===== config.mk =====
export PLATFORM = sky130hd
export DESIGN_NAME = adxl355_spi_reader
export DESIGN_NICKNAME = d
export VERILOG_FILES = /design/src/rtl/adxl355_pkg.sv /design/src/rtl/spi_frame_master.sv /design/src/rtl/adxl355_spi_reader.sv
export SDC_FILE = /design/constraint.sdc
export NUM_CORES = 1
export LEC_CHECK = 0
export ABC_AREA = 1
export CAP_MARGIN = 20
export CORE_ASPECT_RATIO = 2
export CORE_MARGIN = 8
export CORE_UTILIZATION = 57
export CTS_BUF_LIST = sky130_fd_sc_hd__clkbuf_16
export DETAILED_ROUTE_END_ITERATION = 7
export PLACE_DENSITY = 0.79
export SETUP_SLACK_MARGIN = 0.5
export SYNTH_ARGS = -nofsm -noshare
export SYNTH_HDL_FRONTEND = slang
export SYNTH_SLANG_ARGS = --single-unit

===== constraint.sdc =====
create_clock -name clk -period 2.4 [get_ports clk]
set_input_delay 0.24 -clock clk [delete_from_list [all_inputs] [get_ports clk]]
set_output_delay 0.24 -clock clk [all_outputs]
set_load 0.02 [all_outputs]

===== src/rtl/adxl355_pkg.sv =====
// ADXL355 reader shared definitions: register map, frame lengths, FSM states.
// Imported by the frame engine and the reader top.
package adxl355_pkg;

  localparam logic [7:0] REG_XDATA3    = 8'h08;
  localparam logic [7:0] REG_POWER_CTL = 8'h2D;

  localparam logic CMD_READ  = 1'b1;
  localparam logic CMD_WRITE = 1'b0;

  localparam logic [6:0] INIT_BITS = 7'd16;
  localparam logic [6:0] READ_BITS = 7'd80;

  typedef enum logic [1:0] {
    INIT,
    GAP,
    IDLE,
    READ
  } state_t;

  // ADXL355 command byte: 7-bit address then R/W in the LSB.
  function automatic logic [7:0] cmd_byte(
    input logic [7:0] addr,
    input logic       rw
  );
    return (addr << 1) | {7'd0, rw};
  endfunction

endpackage


===== src/rtl/spi_frame_master.sv =====
// Generic SPI mode-0 frame engine: one csn-low frame of nbits bits.
// Ports: start/nbits/tx in; csn/sclk/mosi pins; rx_bit+rx_valid stream; done; active.
module spi_frame_master
  import adxl355_pkg::*;
#(
  parameter int CLK_DIV = 2
) (
  input  logic        clk,
  input  logic        rstn,
  input  logic        start,
  input  logic [6:0]  nbits,
  input  logic [15:0] tx,
  input  logic        miso,
  output logic        csn,
  output logic        sclk,
  output logic        mosi,
  output logic        rx_bit,
  output logic        rx_valid,
  output logic        done,
  output logic        active
);

  logic [7:0]  div_cnt;
  logic [7:0]  edge_cnt;
  logic [6:0]  len;
  logic [15:0] shreg;
  logic        tick;
  logic        last;

  // Even edge numbers raise sclk, odd ones lower it; edge 2n ends the frame.
  assign tick     = active && (div_cnt == 8'(CLK_DIV - 1));
  assign last     = (edge_cnt == {len, 1'b0});
  assign done     = tick && last;
  assign rx_valid = tick && !last && !edge_cnt[0];
  assign rx_bit   = miso;

  always_ff @(posedge clk or negedge rstn) begin
    if (!rstn) begin
      active   <= 1'b0;
      csn      <= 1'b1;
      sclk     <= 1'b0;
      mosi     <= 1'b0;
      div_cnt  <= '0;
      edge_cnt <= '0;
      len      <= '0;
      shreg    <= '0;
    end else if (!active) begin
      if (start) begin
        active   <= 1'b1;
        csn      <= 1'b0;
        mosi     <= tx[15];
        shreg    <= {tx[14:0], 1'b0};
        div_cnt  <= '0;
        edge_cnt <= '0;
        len      <= nbits;
      end
    end else if (tick) begin
      div_cnt  <= '0;
      edge_cnt <= edge_cnt + 8'd1;
      if (last) begin
        active <= 1'b0;
        csn    <= 1'b1;
        sclk   <= 1'b0;
        mosi   <= 1'b0;
      end else if (!edge_cnt[0]) begin
        sclk <= 1'b1;
      end else begin
        sclk  <= 1'b0;
        mosi  <= shreg[15];
        shreg <= {shreg[14:0], 1'b0};
      end
    end else begin
      div_cnt <= div_cnt + 8'd1;
    end
  end

endmodule


===== src/rtl/adxl355_spi_reader.sv =====
// ADXL355 SPI master: enables measurement, then burst-reads XYZ on DRDY.
// Ports: clk/rstn/enable/drdy/miso in; csn/sclk/mosi, x/y/z+valid, overrun, busy out.
module adxl355_spi_reader
  import adxl355_pkg::*;
#(
  parameter int CLK_DIV = 2,
  parameter int CSN_GAP = 4
) (
  input  logic        clk,
  input  logic        rstn,
  input  logic        enable,
  input  logic        drdy,
  input  logic        miso,
  output logic        csn,
  output logic        sclk,
  output logic        mosi,
  output logic [19:0] x,
  output logic [19:0] y,
  output logic [19:0] z,
  output logic        valid,
  output logic        overrun,
  output logic        busy
);

  localparam logic [15:0] INIT_TX =
    {cmd_byte(REG_POWER_CTL, CMD_WRITE), 8'h00};
  localparam logic [15:0] READ_TX =
    {cmd_byte(REG_XDATA3, CMD_READ), 8'h00};

  state_t      state;
  state_t      nxt;
  logic        start;
  logic        start_read;
  logic        go;
  logic        fm_done;
  logic        fm_active;
  logic        fm_rx_bit;
  logic        fm_rx_valid;
  logic [6:0]  fm_nbits;
  logic [15:0] fm_tx;
  logic [15:0] gap_cnt;
  logic [71:0] rx_sh;
  logic        drdy_s1;
  logic        drdy_s2;
  logic        drdy_s3;
  logic        rise;
  logic        pending;

  assign fm_nbits = (state == INIT) ? INIT_BITS : READ_BITS;
  assign fm_tx    = (state == INIT) ? INIT_TX : READ_TX;

  spi_frame_master #(
    .CLK_DIV(CLK_DIV)
  ) u_fm (
    .clk     (clk),
    .rstn    (rstn),
    .start   (start),
    .nbits   (fm_nbits),
    .tx      (fm_tx),
    .miso    (miso),
    .csn     (csn),
    .sclk    (sclk),
    .mosi    (mosi),
    .rx_bit  (fm_rx_bit),
    .rx_valid(fm_rx_valid),
    .done    (fm_done),
    .active  (fm_active)
  );

  assign rise       = drdy_s2 & ~drdy_s3;
  assign go         = pending & enable;
  assign start_read = start & (state != INIT);
  assign busy       = ~csn | (state == GAP);

  always_ff @(posedge clk or negedge rstn) begin
    if (!rstn) begin
      state <= INIT;
    end else begin
      state <= nxt;
    end
  end

  // The last GAP cycle may launch the next READ so that csn stays
  // high for exactly CSN_GAP cycles between back-to-back frames.
  always_comb begin
    nxt   = state;
    start = 1'b0;
    unique case (state)
      INIT: begin
        start = ~fm_active;
        if (fm_done) nxt = GAP;
      end
      GAP: begin
        if (gap_cnt == '0) begin
          if (go) begin
            start = 1'b1;
            nxt   = READ;
          end else begin
            nxt = IDLE;
          end
        end
      end
      IDLE: begin
        if (go) begin
          start = 1'b1;
          nxt   = READ;
        end
      end
      READ: begin
        if (fm_done) nxt = GAP;
      end
      default: nxt = INIT;
    endcase
  end

  always_ff @(posedge clk or negedge rstn) begin
    if (!rstn) begin
      drdy_s1 <= 1'b0;
      drdy_s2 <= 1'b0;
      drdy_s3 <= 1'b0;
      pending <= 1'b0;
      overrun <= 1'b0;
    end else begin
      drdy_s1 <= drdy;
      drdy_s2 <= drdy_s1;
      drdy_s3 <= drdy_s2;
      if (start_read) begin
        pending <= rise;
      end else if (rise) begin
        pending <= 1'b1;
      end
      if (rise && pending) begin
        overrun <= 1'b1;
      end
    end
  end

  always_ff @(posedge clk or negedge rstn) begin
    if (!rstn) begin
      gap_cnt <= '0;
    end else if (fm_done) begin
      gap_cnt <= 16'(CSN_GAP - 1);
    end else if (state == GAP && gap_cnt != '0) begin
      gap_cnt <= gap_cnt - 16'd1;
    end
  end

  // The command byte also shifts through; it falls off the top.
  always_ff @(posedge clk or negedge rstn) begin
    if (!rstn) begin
      rx_sh <= '0;
      valid <= 1'b0;
      x     <= '0;
      y     <= '0;
      z     <= '0;
    end else begin
      if (fm_rx_valid) begin
        rx_sh <= {rx_sh[70:0], fm_rx_bit};
      end
      valid <= fm_done && (state == READ);
      if (fm_done && state == READ) begin
        x <= rx_sh[71:52];
        y <= rx_sh[47:28];
        z <= rx_sh[23:4];
      end
    end
  end

endmodule


# After elaboration in Yosys (flattened, before gate mapping)
# Cells that the tools add are included.
dict set report totals {
  regBits 199
  input_bits 5
}
dict set report op_classes {
  addsub 3
  n_eq_ne 13
  n_mux 39
  n_bitwise 7
  n_reduce_logical 24
}
# cell count
set ops {}
lappend ops {{16-bit two-way mux} 7}
lappend ops {{8-bit two-way mux} 5}
lappend ops {{1-bit two-way mux} 20}
lappend ops {{8-bit by 1-bit adder with 8-bit output, second input constant} 2}
lappend ops {{16-bit logical NOT} 1}
lappend ops {{16-bit nonzero test} 1}
lappend ops {{16-bit by 1-bit subtractor with 16-bit output, second input constant} 1}
lappend ops {{15-bit two-way mux} 1}
lappend ops {{2-bit inequality test, second input constant} 5}
lappend ops {{3-bit AND reduction} 3}
lappend ops {{8-bit by 1-bit == test with 1-bit output, second input constant} 1}
lappend ops {{8-bit == test} 1}
lappend ops {{2-bit nonzero test} 4}
lappend ops {{1-bit logical AND} 7}
lappend ops {{7-bit two-way mux} 1}
lappend ops {{2-bit two-way mux} 3}
lappend ops {{2-bit one-hot mux with 3 select lines} 1}
lappend ops {{2-bit AND reduction} 3}
lappend ops {{2-bit == test, second input constant} 2}
lappend ops {{2-bit by 1-bit inequality test with 1-bit output, second input constant} 2}
lappend ops {{4-bit AND reduction} 1}
lappend ops {{1-bit AND} 3}
lappend ops {{3-bit inequality test, second input constant} 1}
lappend ops {{1-bit inverter} 3}
lappend ops {{other kinds (6)} 7}

# Depth between registers and ports, before layout
# Gate-level depths: netlist (run 1).
dict set report depth {
  word_depth 6
  mapped_depth 11
}

# Cells and area by module
# From an unflattened synthesis (run 1), not the netlist that was laid out.
dict set report hier_totals {
  cells_unflattened 932
  hier_area_um2 8535.7
}
# module instances cells_per_inst area_each_um2 seq_area_each_um2
set by_module_without_submodules {}
lappend by_module_without_submodules {adxl355_spi_reader 1 670 6287.3 3903.7}
lappend by_module_without_submodules {spi_frame_master 1 262 2248.4 1052.3}

# Least setup slack after synthesis (run 1)
# Ideal clock, no wire load.
dict set report synth_timing {
  kind {register to register}
  startpoint {register u_fm.edge_cnt[0]}
  endpoint {register x[10]}
  t_arrival_ns 1.641
  t_required_ns 2.282
  slack_ns 0.641
  stages_incl_launch_ff 12
  path_buffers 2
  period_less_slack_ns 1.759
  cell_sequence {dfrtp_1 -> inv_1 -> ha_1 -> nand2_1 -> nor3_2 -> inv_2 -> nor2_4 -> nand2_2 -> buf_6 -> buf_6 -> nand2_1 -> o21ai_2}
}
dict set report synth_via {
  elab_chain_len 3
}
# item line_no
set synth_lines {}
lappend synth_lines {{from (decl)} spi_frame_master.sv:24} ;# logic [7:0] edge_cnt;
lappend synth_lines {{from (signal assigned)} spi_frame_master.sv:59} ;# edge_cnt <= edge_cnt + 8'd1;
lappend synth_lines {{8-bit == test} spi_frame_master.sv:32} ;# assign last = (edge_cnt == {len, 1'b0});
lappend synth_lines {{1-bit logical AND} spi_frame_master.sv:33} ;# assign done = tick && last;
lappend synth_lines {{1-bit logical AND} adxl355_spi_reader.sv:161} ;# if (fm_done && state == READ) begin
lappend synth_lines {{to (signal assigned)} adxl355_spi_reader.sv:162} ;# x <= rx_sh[71:52];
lappend synth_lines {{to (decl)} adxl355_spi_reader.sv:17} ;# output logic [19:0] x,
# Every way passes these cells.
# A chain may end at the register's enable or synchronous reset.

# Worst setup path in the final report (run 1)
dict set report layout_timing {
  startpoint {register u_fm.edge_cnt[0]}
  endpoint {register y[11]}
}
dict set report layout_via {
  elab_chain_len 3
}
# item line_no
set layout_lines {}
lappend layout_lines {{8-bit == test} spi_frame_master.sv:32}
lappend layout_lines {{1-bit logical AND} spi_frame_master.sv:33}
lappend layout_lines {{1-bit logical AND} adxl355_spi_reader.sv:161}
lappend layout_lines {{to (signal assigned)} adxl355_spi_reader.sv:163} ;# y <= rx_sh[47:28];
lappend layout_lines {{to (decl)} adxl355_spi_reader.sv:18} ;# output logic [19:0] y,
# Every way passes these cells.

==> results of run 1 <==
==> worst max path at each step <==
| stage | from | depth (start not counted) | end | slack [ps] |
|---|---|---|---|---|
| after floorplan | u_fm.edge_cnt[0]$_DFFE_PN0P_ | 11 | x[10]$_DFFE_PN0P_ | 640 |
| after global placement | u_fm.edge_cnt[0]$_DFFE_PN0P_ | 10 | y[18]$_DFFE_PN0P_ | 410 |
| after detailed placement | u_fm.edge_cnt[0]$_DFFE_PN0P_ | 10 | y[19]$_DFFE_PN0P_ | 330 |
| after CTS | u_fm.edge_cnt[1]$_DFFE_PN0P_ | 10 | state[0]$_DFFE_PN0P_ | 510 |
| after global routing | u_fm.edge_cnt[0]$_DFFE_PN0P_ | 11 | y[11]$_DFFE_PN0P_ | 400 |
| final | u_fm.edge_cnt[0]$_DFFE_PN0P_ | 11 | y[11]$_DFFE_PN0P_ | 480 |
==> Yosys cell counts (2+ instances only) <==
cell type / count
sky130_fd_sc_hd__a21oi_1: 17
sky130_fd_sc_hd__buf_2: 7
sky130_fd_sc_hd__buf_4: 6
sky130_fd_sc_hd__buf_6: 11
sky130_fd_sc_hd__clkbuf_1: 8
sky130_fd_sc_hd__dfrtp_1: 184
sky130_fd_sc_hd__ha_1: 10
sky130_fd_sc_hd__inv_1: 104
sky130_fd_sc_hd__inv_2: 2
sky130_fd_sc_hd__nand2_1: 188
sky130_fd_sc_hd__nand2_2: 29
sky130_fd_sc_hd__nand3_1: 21
sky130_fd_sc_hd__nand4_1: 2
sky130_fd_sc_hd__nor2_1: 43
sky130_fd_sc_hd__nor2_2: 2
sky130_fd_sc_hd__nor3_1: 8
sky130_fd_sc_hd__nor3b_1: 4
sky130_fd_sc_hd__o21ai_0: 80
sky130_fd_sc_hd__o21ai_1: 15
sky130_fd_sc_hd__o21ai_2: 50
sky130_fd_sc_hd__o22ai_1: 7
sky130_fd_sc_hd__o31ai_1: 2
sky130_fd_sc_hd__or2_2: 2
sky130_fd_sc_hd__xnor2_1: 3
sky130_fd_sc_hd__xor2_1: 8
==> per-stage QoR <==
stage,hold WS [ps],util [%],total power [mW]
after floorplan,-55.6,-,3.21
after global placement,236,64.0,3.29
after detailed placement,238,64.0,3.29
after CTS,235,70.5,6.22
after global routing,245,72.8,6.35
final,248,72.8,6.17
==> worst reg2reg max path, cell delays in order (launching register included) <==
cell and delay (ps):
sky130_fd_sc_hd__dfrtp_1 400, sky130_fd_sc_hd__inv_2 100, sky130_fd_sc_hd__ha_4 150, sky130_fd_sc_hd__nand2_4 50, sky130_fd_sc_hd__nor3_4 220, sky130_fd_sc_hd__inv_2 100, sky130_fd_sc_hd__nor2_4 200, sky130_fd_sc_hd__nand2_8 130
sky130_fd_sc_hd__buf_12 190, sky130_fd_sc_hd__clkbuf_16 170, sky130_fd_sc_hd__nand2_2 70, sky130_fd_sc_hd__o21ai_2 50
==> power by group through the flow <==
stage / Clock, mW / Sequential (mW) / Combinational (mW)
final: 2.94 / 3.13 / 0.0961
after global routing: 3.10 / 3.14 / 0.114
after CTS: 2.99 / 3.13 / 0.100
after detailed placement: 0 / 3.20 / 0.0988
after global placement: 0 / 3.20 / 0.0963
after floorplan: 0 / 3.20 / 0.0153
==> state kept, by name, indices dropped and copies added (netlist names), 2 cells and up <==
register       flops
state              2
x                 20
u_fm.len           2
u_fm.edge_cnt      8
u_fm.div_cnt       8
gap_cnt           16
u_fm.shreg         7
rx_sh             72
y                 20
z                 20
==> kinds of logic after synthesis <==
| group | Yosys count |
|---|---|
| simple gates | 307 |
| buf+inv | 140 |
| fa+ha+maj | 10 |
| xor+xnor | 11 |
| compound gates | 174 |
| flops | 185 |
==> layout make-up <==
class	instances	share of cell area [%]
Clock inverter	15	1.98
Inverter	107	4.04
Clock buffer	17	4.25
Tap cell	157	1.96
Sequential cell	185	46.4
Timing Repair Buffer	116	13.0
Multi-Input combinational cell	503	28.4
==> timing repair <==
action,CTS,global route
setup buffers,11,13
gates resized for setup,17,47
cloned,4,3
hold buffers,1,0
hold endpoints to repair,51,0
setup endpoints to repair,99,150
pin swaps,1,8
==> routing by layer <==
metal	vias up	GRT usage (%)	share of wire, %
li1	2832	-	-
met1	2947	25.1	42
met2	162	32.0	51
met3	31	4.06	4.4
met4	0	7.32	1.9
met5	-	0	0
==> impl_summary.txt, run 1 <==
----------------------------------------------------
[Detailed routing]
  DRC Markers ... 0
  Wirelength, routed ... 18.1 mm
  Number of design-rule violations left by the first detailed-router iteration ... 360
  Pre-antenna DRT Iters ... 5
  DRT antenna net count ... 0
  Routed WL per cell ... 16.5 um
  Via count ... 5972
  Average vias per placed instance ... 5.43

[Clock network]
  Num CTS Buffers ... 17
  Deepest clock path buffer count ... 2
  Clock transition at the register clock pins on the worst setup and hold paths after CTS ... 70 ps
  Number of H-tree levels ... 4
  Worst skew pair latency ... 440 ps
  Buffer type at the clock tree root ... sky130_fd_sc_hd__clkbuf_16
  TritonCTS clock tree ... yes
  Clock sink count ... 185

[Timing]
  Number of failing hold endpoints at the final stage ... 0
  Worst slew margin ... 62.9%
  Final setup violation count ... 0
  Setup repair after global routing missed its margin ... yes
  Max Slew Vio Count ... 0
  Transition time at the pin with the least slew margin ... 553 ps
  Sum of negative setup slack ... 0 ps
  Fmax achieved ... 521 MHz
  Crit share post-route ... 79.9%
  Max Clock Skew ... 13.5 ps
  Post-route setup slack ... 481 ps
  Min Tclk post-route ... 1920 ps

[Yosys]
  Proportion of synthesized area in mux cells ... 0%
  Synthesized-area fraction occupied by adder cells ... 1.58%
  Number of unique standard cell types used by synthesis ... 39
  Post-synthesis share of cell area spent on xor and xnor gates ... 1.21%
  Number of warnings reported in the yosys synthesis log ... 0
  Net count after synthesis ... 842
  Complex-gate fraction of the synthesized area ... 13.6%
  Share of synthesized flip-flops with an asynchronous set or reset ... 100%
  FF+latch count, synth ... 185
  Synth Area in Simple Gates ... 17.2%
  Cell count after synthesis ... 827
  Synthesized cell area ... 7940 sq um
  Seq/Total Area, Yosys ... 58.3%
  Post-synth EDFFs ... 0
  Ys flop type ... sky130_fd_sc_hd__dfrtp_1
  Area leader, netlist ... sky130_fd_sc_hd__dfrtp_1
  Area share of the largest cell type after synthesis ... 58.0%
  Combinational family with the most area after synthesis ... simple AND/OR/NAND/NOR gates
  Synth Area per Inst ... 9.60 sq um
  Dominant cells by area after synthesis ... sky130_fd_sc_hd__dfrtp_1, sky130_fd_sc_hd__nand2_1, sky130_fd_sc_hd__o21ai_2

[Critical path]
  Cell occurring most often along the worst timing path ... sky130_fd_sc_hd__inv_2
  Critical setup path kind ... flop to flop
  Top Family by Delay on Critical Path ... simple AND/OR/NAND/NOR gates
  Cell type of the slowest stage on the worst timing path ... sky130_fd_sc_hd__dfrtp_1
  Max stage delay on crit path ... 400 ps
  Crit path max fanout ... 6
  Critical path startpoint category ... flop
  Setup crit end kind ... flop
  Data required time of the critical path ... 2720 ps
  Combined buffer and inverter count along the critical path ... 4
  Worst flop-to-flop path startpoint ... u_fm.edge_cnt[0]$_DFFE_PN0P_
  Reg2reg end ... y[11]$_DFFE_PN0P_
  Count of cells along the worst register-to-register path ... 11
  Worst reg-to-reg setup slack ... 480 ps
  Sequence of cells on the critical path ... inv_2 > ha_4 > nand2_4 > nor3_4 > inv_2 > nor2_4 > nand2_8 > buf_12 > clkbuf_16 > nand2_2 > o21ai_2
  WP data arrival ... 2240 ps

[Layout]
  Layout area overhead ... 26.0%
  Nets ... 945
  Most frequent cells in the layout ... sky130_fd_sc_hd__dfrtp_1, sky130_fd_sc_hd__nand2_1, sky130_fd_sc_hd__inv_1, sky130_fd_sc_hd__o21ai_0, sky130_fd_sc_hd__clkdlybuf4s50_1
  Sequential standard cell area ... 4640 sq um
  Fill cell count ... 902
  Most common library cell in the layout ignoring fill and taps ... sky130_fd_sc_hd__dfrtp_1
  Ratio of cells with drive above 1 in the final layout ... 22.1%
  Post-route cell area ... 10000 sq um
  Area of combinational cells with multiple inputs ... 2840 sq um
  Number of inserted diodes ... 0
  Number of cells in the finished layout apart from fillers ... 1100

[Hold path]
  Capture endpoint of the worst hold path ... drdy_s1$_DFF_PN0_
  Hold Path Depth ... 1
  Worst hold path type ... input port to flop
  Hold Startpoint ... drdy

[Placed design]
  RePlAce Congestion ... 0.838
  Detailed placer's ending HPWL ... 10.2 mm
  Cell Count Post-Placement ... 1036
  Count of buffers from port buffering ... 70
  Worst slack at placement ... 330 ps
  Dpl cell area ... 8790 sq um

[Die]
  Die Height ... 183 um
  Initial core utilization ... 57.8%
  Site Rows ... 61
  Die Span X ... 99.5 um
  Die footprint ... 18200 sq um
  Number of top-level design ports ... 71
  Placeable core region ... 13700 sq um

[Power and ir drop]
  Sw Ratio ... 23.0%
  Switch Pwr ... 1.42 mW
  Static Leakage ... 4.66 nW
  IR drop worst, VDD ... 0.550 mV
  Share of power burned in the clock network ... 47.7%
  Combinational share of power ... 1.6%
  Power density of the placed cells ... 617 nW/um^2
  Internal cell power ... 4.75 mW
  Flop pwr share ... 50.8%

[Global route]
  Vias in the first global route ... 6006
  GRT Resource Usage Total ... 19.6%
  Remaining global-route overflow ... 0
  Number of antenna violations at the first check in global routing ... 0
  Global-route wire length before repair ... 28.8 mm
  Pin count of the biggest net entering global routing ... 75

[Flow run]
  MaxCap Viol Count ... 0

[Outcome]
  Status ... complete, no violations

----------------------------------------------------
Power figures use the tool's default switching activity.
==> run 2: changes to the inputs <==
clock period = 1.87 ns   (was 2.4 ns; I/O delays follow)
==> run 2 against run 1 <==
Utilization up 11 points. The flow now finishes with violations (negative setup slack). Cell area up 15%. Combinational power up 49%. First-iteration DRC count up 33%. Clock power is 29% higher. Sequential share of layout area fell by 6.2 points. Flip-flop and latch count unchanged. Count of clock-buffer cells in the layout stayed put. Clock skew rose by 1.6 ps. Register-to-register slack worse by 490 ps. Global-route usage rose by 0.69 points.
==> impl_summary.txt, run 2 (same netlist as run 1, synthesis figures left out) <==
----------------------------------------------------
[Hold path]
  Worst hold path type ... input port to flop (unchanged)
  Hold Startpoint ... drdy (unchanged)

[Layout]
  Largest register by flop count ... rx_sh (unchanged)
  Number of inserted diodes ... 0 (unchanged)
  Fill cell count ... 609 (was 902)
  Max reg flops ... 72 (unchanged)
  Nets ... 1002 (was 945)
  Most common library cell in the layout ignoring fill and taps ... sky130_fd_sc_hd__dfrtp_1 (unchanged)
  Most frequent cells in the layout ... sky130_fd_sc_hd__dfrtp_1, sky130_fd_sc_hd__nand2_1, sky130_fd_sc_hd__inv_1, sky130_fd_sc_hd__o21ai_2, sky130_fd_sc_hd__dlymetal6s2s_1 (was sky130_fd_sc_hd__dfrtp_1, sky130_fd_sc_hd__nand2_1, sky130_fd_sc_hd__inv_1, sky130_fd_sc_hd__o21ai_0, sky130_fd_sc_hd__clkdlybuf4s50_1)
  Utilization of the core after routing ... 84.0% (was 72.8%)
  Ratio of cells with drive above 1 in the final layout ... 39.4% (was 22.1%)
  Layout area overhead ... 45.4% (was 26.0%)

[Critical path]
  Critical setup path kind ... flop to flop (unchanged)
  Setup crit end kind ... flop (unchanged)
  Combined buffer and inverter count along the critical path ... 4 (unchanged)
  Data required time of the critical path ... 2210 ps (was 2720 ps)
  Cell type of the slowest stage on the worst timing path ... sky130_fd_sc_hd__dfrtp_1 (unchanged)
  Worst flop-to-flop path startpoint ... u_fm.active$_DFF_PN0_ (was u_fm.edge_cnt[0]$_DFFE_PN0P_)
  Sequence of cells on the critical path ... clkinvlp_4 > nor2_8 > buf_6 > nand3_4 > buf_12 > clkbuf_16 > o21ai_1 (was inv_2 > ha_4 > nand2_4 > nor3_4 > inv_2 > nor2_4 > nand2_8 > buf_12 > clkbuf_16 > nand2_2 > o21ai_2)
  Max stage delay on crit path ... 420 ps (was 400 ps)
  WP data arrival ... 2220 ps (was 2240 ps)
  Top Family by Delay on Critical Path ... buffers and inverters (was simple AND/OR/NAND/NOR gates)
  Start point of the critical path ... u_fm.active$_DFF_PN0_ (was u_fm.edge_cnt[0]$_DFFE_PN0P_)
  Crit path max fanout ... 8 (was 6)
  Worst reg-to-reg setup slack ... -5 ps (was 480 ps)
  Critical path startpoint category ... flop (unchanged)

[Die]
  Die Span X ... 99.5 um (unchanged)
  Initial core utilization ... 57.8% (unchanged)
  Die footprint ... 18200 sq um (unchanged)
  Site Rows ... 61 (unchanged)
  Die Height ... 183 um (unchanged)
  Placeable core region ... 13700 sq um (unchanged)
  Number of top-level design ports ... 71 (unchanged)

[Outcome]
  Status ... finished with violations (was complete, no violations)
  Violated checks ... negative setup slack

[Timing]
  Transition time at the pin with the least slew margin ... 618 ps (was 553 ps)
  Min Tclk post-route ... 1870 ps (was 1920 ps)
  Worst slew margin ... 58.8% (was 62.9%)
  Post-route setup slack ... -4.96 ps (was 481 ps)
  Setup repair after global routing missed its margin ... yes (unchanged)
  Final setup violation count ... 1 (was 0)
  Max Slew Vio Count ... 0 (unchanged)
  Crit share post-route ... 100% (was 79.9%)
  Max Clock Skew ... 15.1 ps (was 13.5 ps)
  Fmax achieved ... 533 MHz (was 521 MHz)
  Number of failing hold endpoints at the final stage ... 0 (unchanged)

[Clock network]
  Clock sink count ... 185 (unchanged)
  Buffer type at the clock tree root ... sky130_fd_sc_hd__clkbuf_16 (unchanged)
  Clock transition at the register clock pins on the worst setup and hold paths after CTS ... 80 ps (was 70 ps)
  Deepest clock path buffer count ... 2 (unchanged)
  TritonCTS clock tree ... yes (unchanged)
  Number of H-tree levels ... 4 (unchanged)
  Worst skew pair latency ... 430 ps (was 440 ps)
  Num CTS Buffers ... 17 (unchanged)

[Detailed routing]
  Via count ... 6684 (was 5972)
  Pre-antenna DRT Iters ... 5 (unchanged)
  Wirelength, routed ... 24.3 mm (was 18.1 mm)
  DRT antenna net count ... 0 (unchanged)
  Average vias per placed instance ... 5.78 (was 5.43)
  DRC Markers ... 0 (unchanged)
  Number of design-rule violations left by the first detailed-router iteration ... 479 (was 360)
  Routed WL per cell ... 21.0 um (was 16.5 um)

[Power and ir drop]
  Overall Power ... 7.96 mW (was 6.17 mW)
  IR drop worst, VDD ... 0.700 mV (was 0.550 mV)
  Static Leakage ... 6.35 nW (was 4.66 nW)
  Power density of the placed cells ... 689 nW/um^2 (was 617 nW/um^2)

[Global route]
  Global-route wire length before repair ... 29.8 mm (was 28.8 mm)
  Vias in the first global route ... 6072 (was 6006)
  GRT Resource Usage Total ... 20.3% (was 19.6%)
  Remaining global-route overflow ... 0 (unchanged)
  Pin count of the biggest net entering global routing ... 112 (was 75)
  Number of antenna violations at the first check in global routing ... 0 (unchanged)

[Placed design]
  Count of buffers from port buffering ... 70 (unchanged)
  Detailed placer's ending HPWL ... 9.93 mm (was 10.2 mm)
  RePlAce Congestion ... 0.802 (was 0.838)

[Flow run]
  MaxCap Viol Count ... 0 (unchanged)

----------------------------------------------------
[run 2: cell count changes in the layout (fill, tap and decap cells not counted), moves of 20 or more]
cell,before,now
sky130_fd_sc_hd__nand2_1,177,131
sky130_fd_sc_hd__nand2_2,33,57
sky130_fd_sc_hd__o21ai_1,17,39
sky130_fd_sc_hd__dlymetal6s2s_1,0,64
sky130_fd_sc_hd__o21ai_2,50,92
sky130_fd_sc_hd__o21ai_0,78,12
sky130_fd_sc_hd__buf_4,28,48
sky130_fd_sc_hd__clkdlybuf4s50_1,68,3
sky130_fd_sc_hd__nand2_4,7,27
[run 2: power breakdown]
group	switching (mW)	internal (mW)
clock	1.83	1.95
sequential	0.0144	4.01
combinational	0.107	0.0355
total	1.96	6.00
[run 2: through the flow]
| stage | setup WS, ps | hold WS [ps] | cell area (sq um) | TNS (ps) | instances |
|---|---|---|---|---|---|
| 6_report | -4.96 | 194 | 11500 | -4.96 | 1157 |
| 5_1_grt | -74.2 | 188 | 11500 | -514 | 1157 |
| 4_1_cts | 134 | 185 | 10100 | 0 | 1108 |
| 3_5_place_dp | -21.1 | 217 | 8990 | -21.1 | 1047 |
| 3_3_place_gp | 84.1 | 218 | 8990 | 0 | 1047 |
| 2_1_floorplan | 197 | -109 | 8150 | 0 | 827 |
[run 2: path summary, 6_finish.rpt]
kind	to	cells after the start
worst max-delay path	rx_sh[47]$_DFFE_PN0P_	7
worst max register to register	rx_sh[47]$_DFFE_PN0P_	7
worst min-delay path	drdy_s1$_DFF_PN0_	1
worst min register to register	drdy_s2$_DFF_PN0_	0
min in group asynchronous	drdy_s2$_DFF_PN0_	3
max in group asynchronous	y[8]$_DFFE_PN0P_	3
[run 2: metal layers]
layer / up-vias / wire length (um) / GRT usage (%)
met1: 3330 / 8870 / 25.4
met3: 84 / 1180 / 4.14
li1: 2960 / - / -
met5: - / 0 / 0
met2: 310 / 13100 / 33.9
met4: 0 / 1060 / 7.38
[run 2: final cells by class]
class                           instances  area [sq um]  area share (%)
Clock buffer                           17           425            3.68
Clock inverter                         15           198            1.71
Inverter                              107           408            3.53
Multi-Input combinational cell        504          3470            30.0
Sequential cell                       185          4640            40.1
Tap cell                              157           196            1.70
Timing Repair Buffer                  172          2210            19.2
[run 2: worst reg2reg max path: stages (launching register included)]
cell                         delay, ps
sky130_fd_sc_hd__dfrtp_1           420
sky130_fd_sc_hd__clkinvlp_4        280
sky130_fd_sc_hd__nor2_8            200
sky130_fd_sc_hd__buf_6             160
sky130_fd_sc_hd__nand3_4           190
sky130_fd_sc_hd__buf_12            210
sky130_fd_sc_hd__clkbuf_16         160
sky130_fd_sc_hd__o21ai_1           170
[run 2: repair_timing]
item | 4_1_cts | 5_1_grt
hold buffers | 1 | 0
gates resized for setup | 44 | 255
pin swaps | 10 | 24
cloned | 7 | 14
setup buffers | 21 | 35
hold endpoints to repair | 184 | 0
setup endpoints to repair | 247 | 246
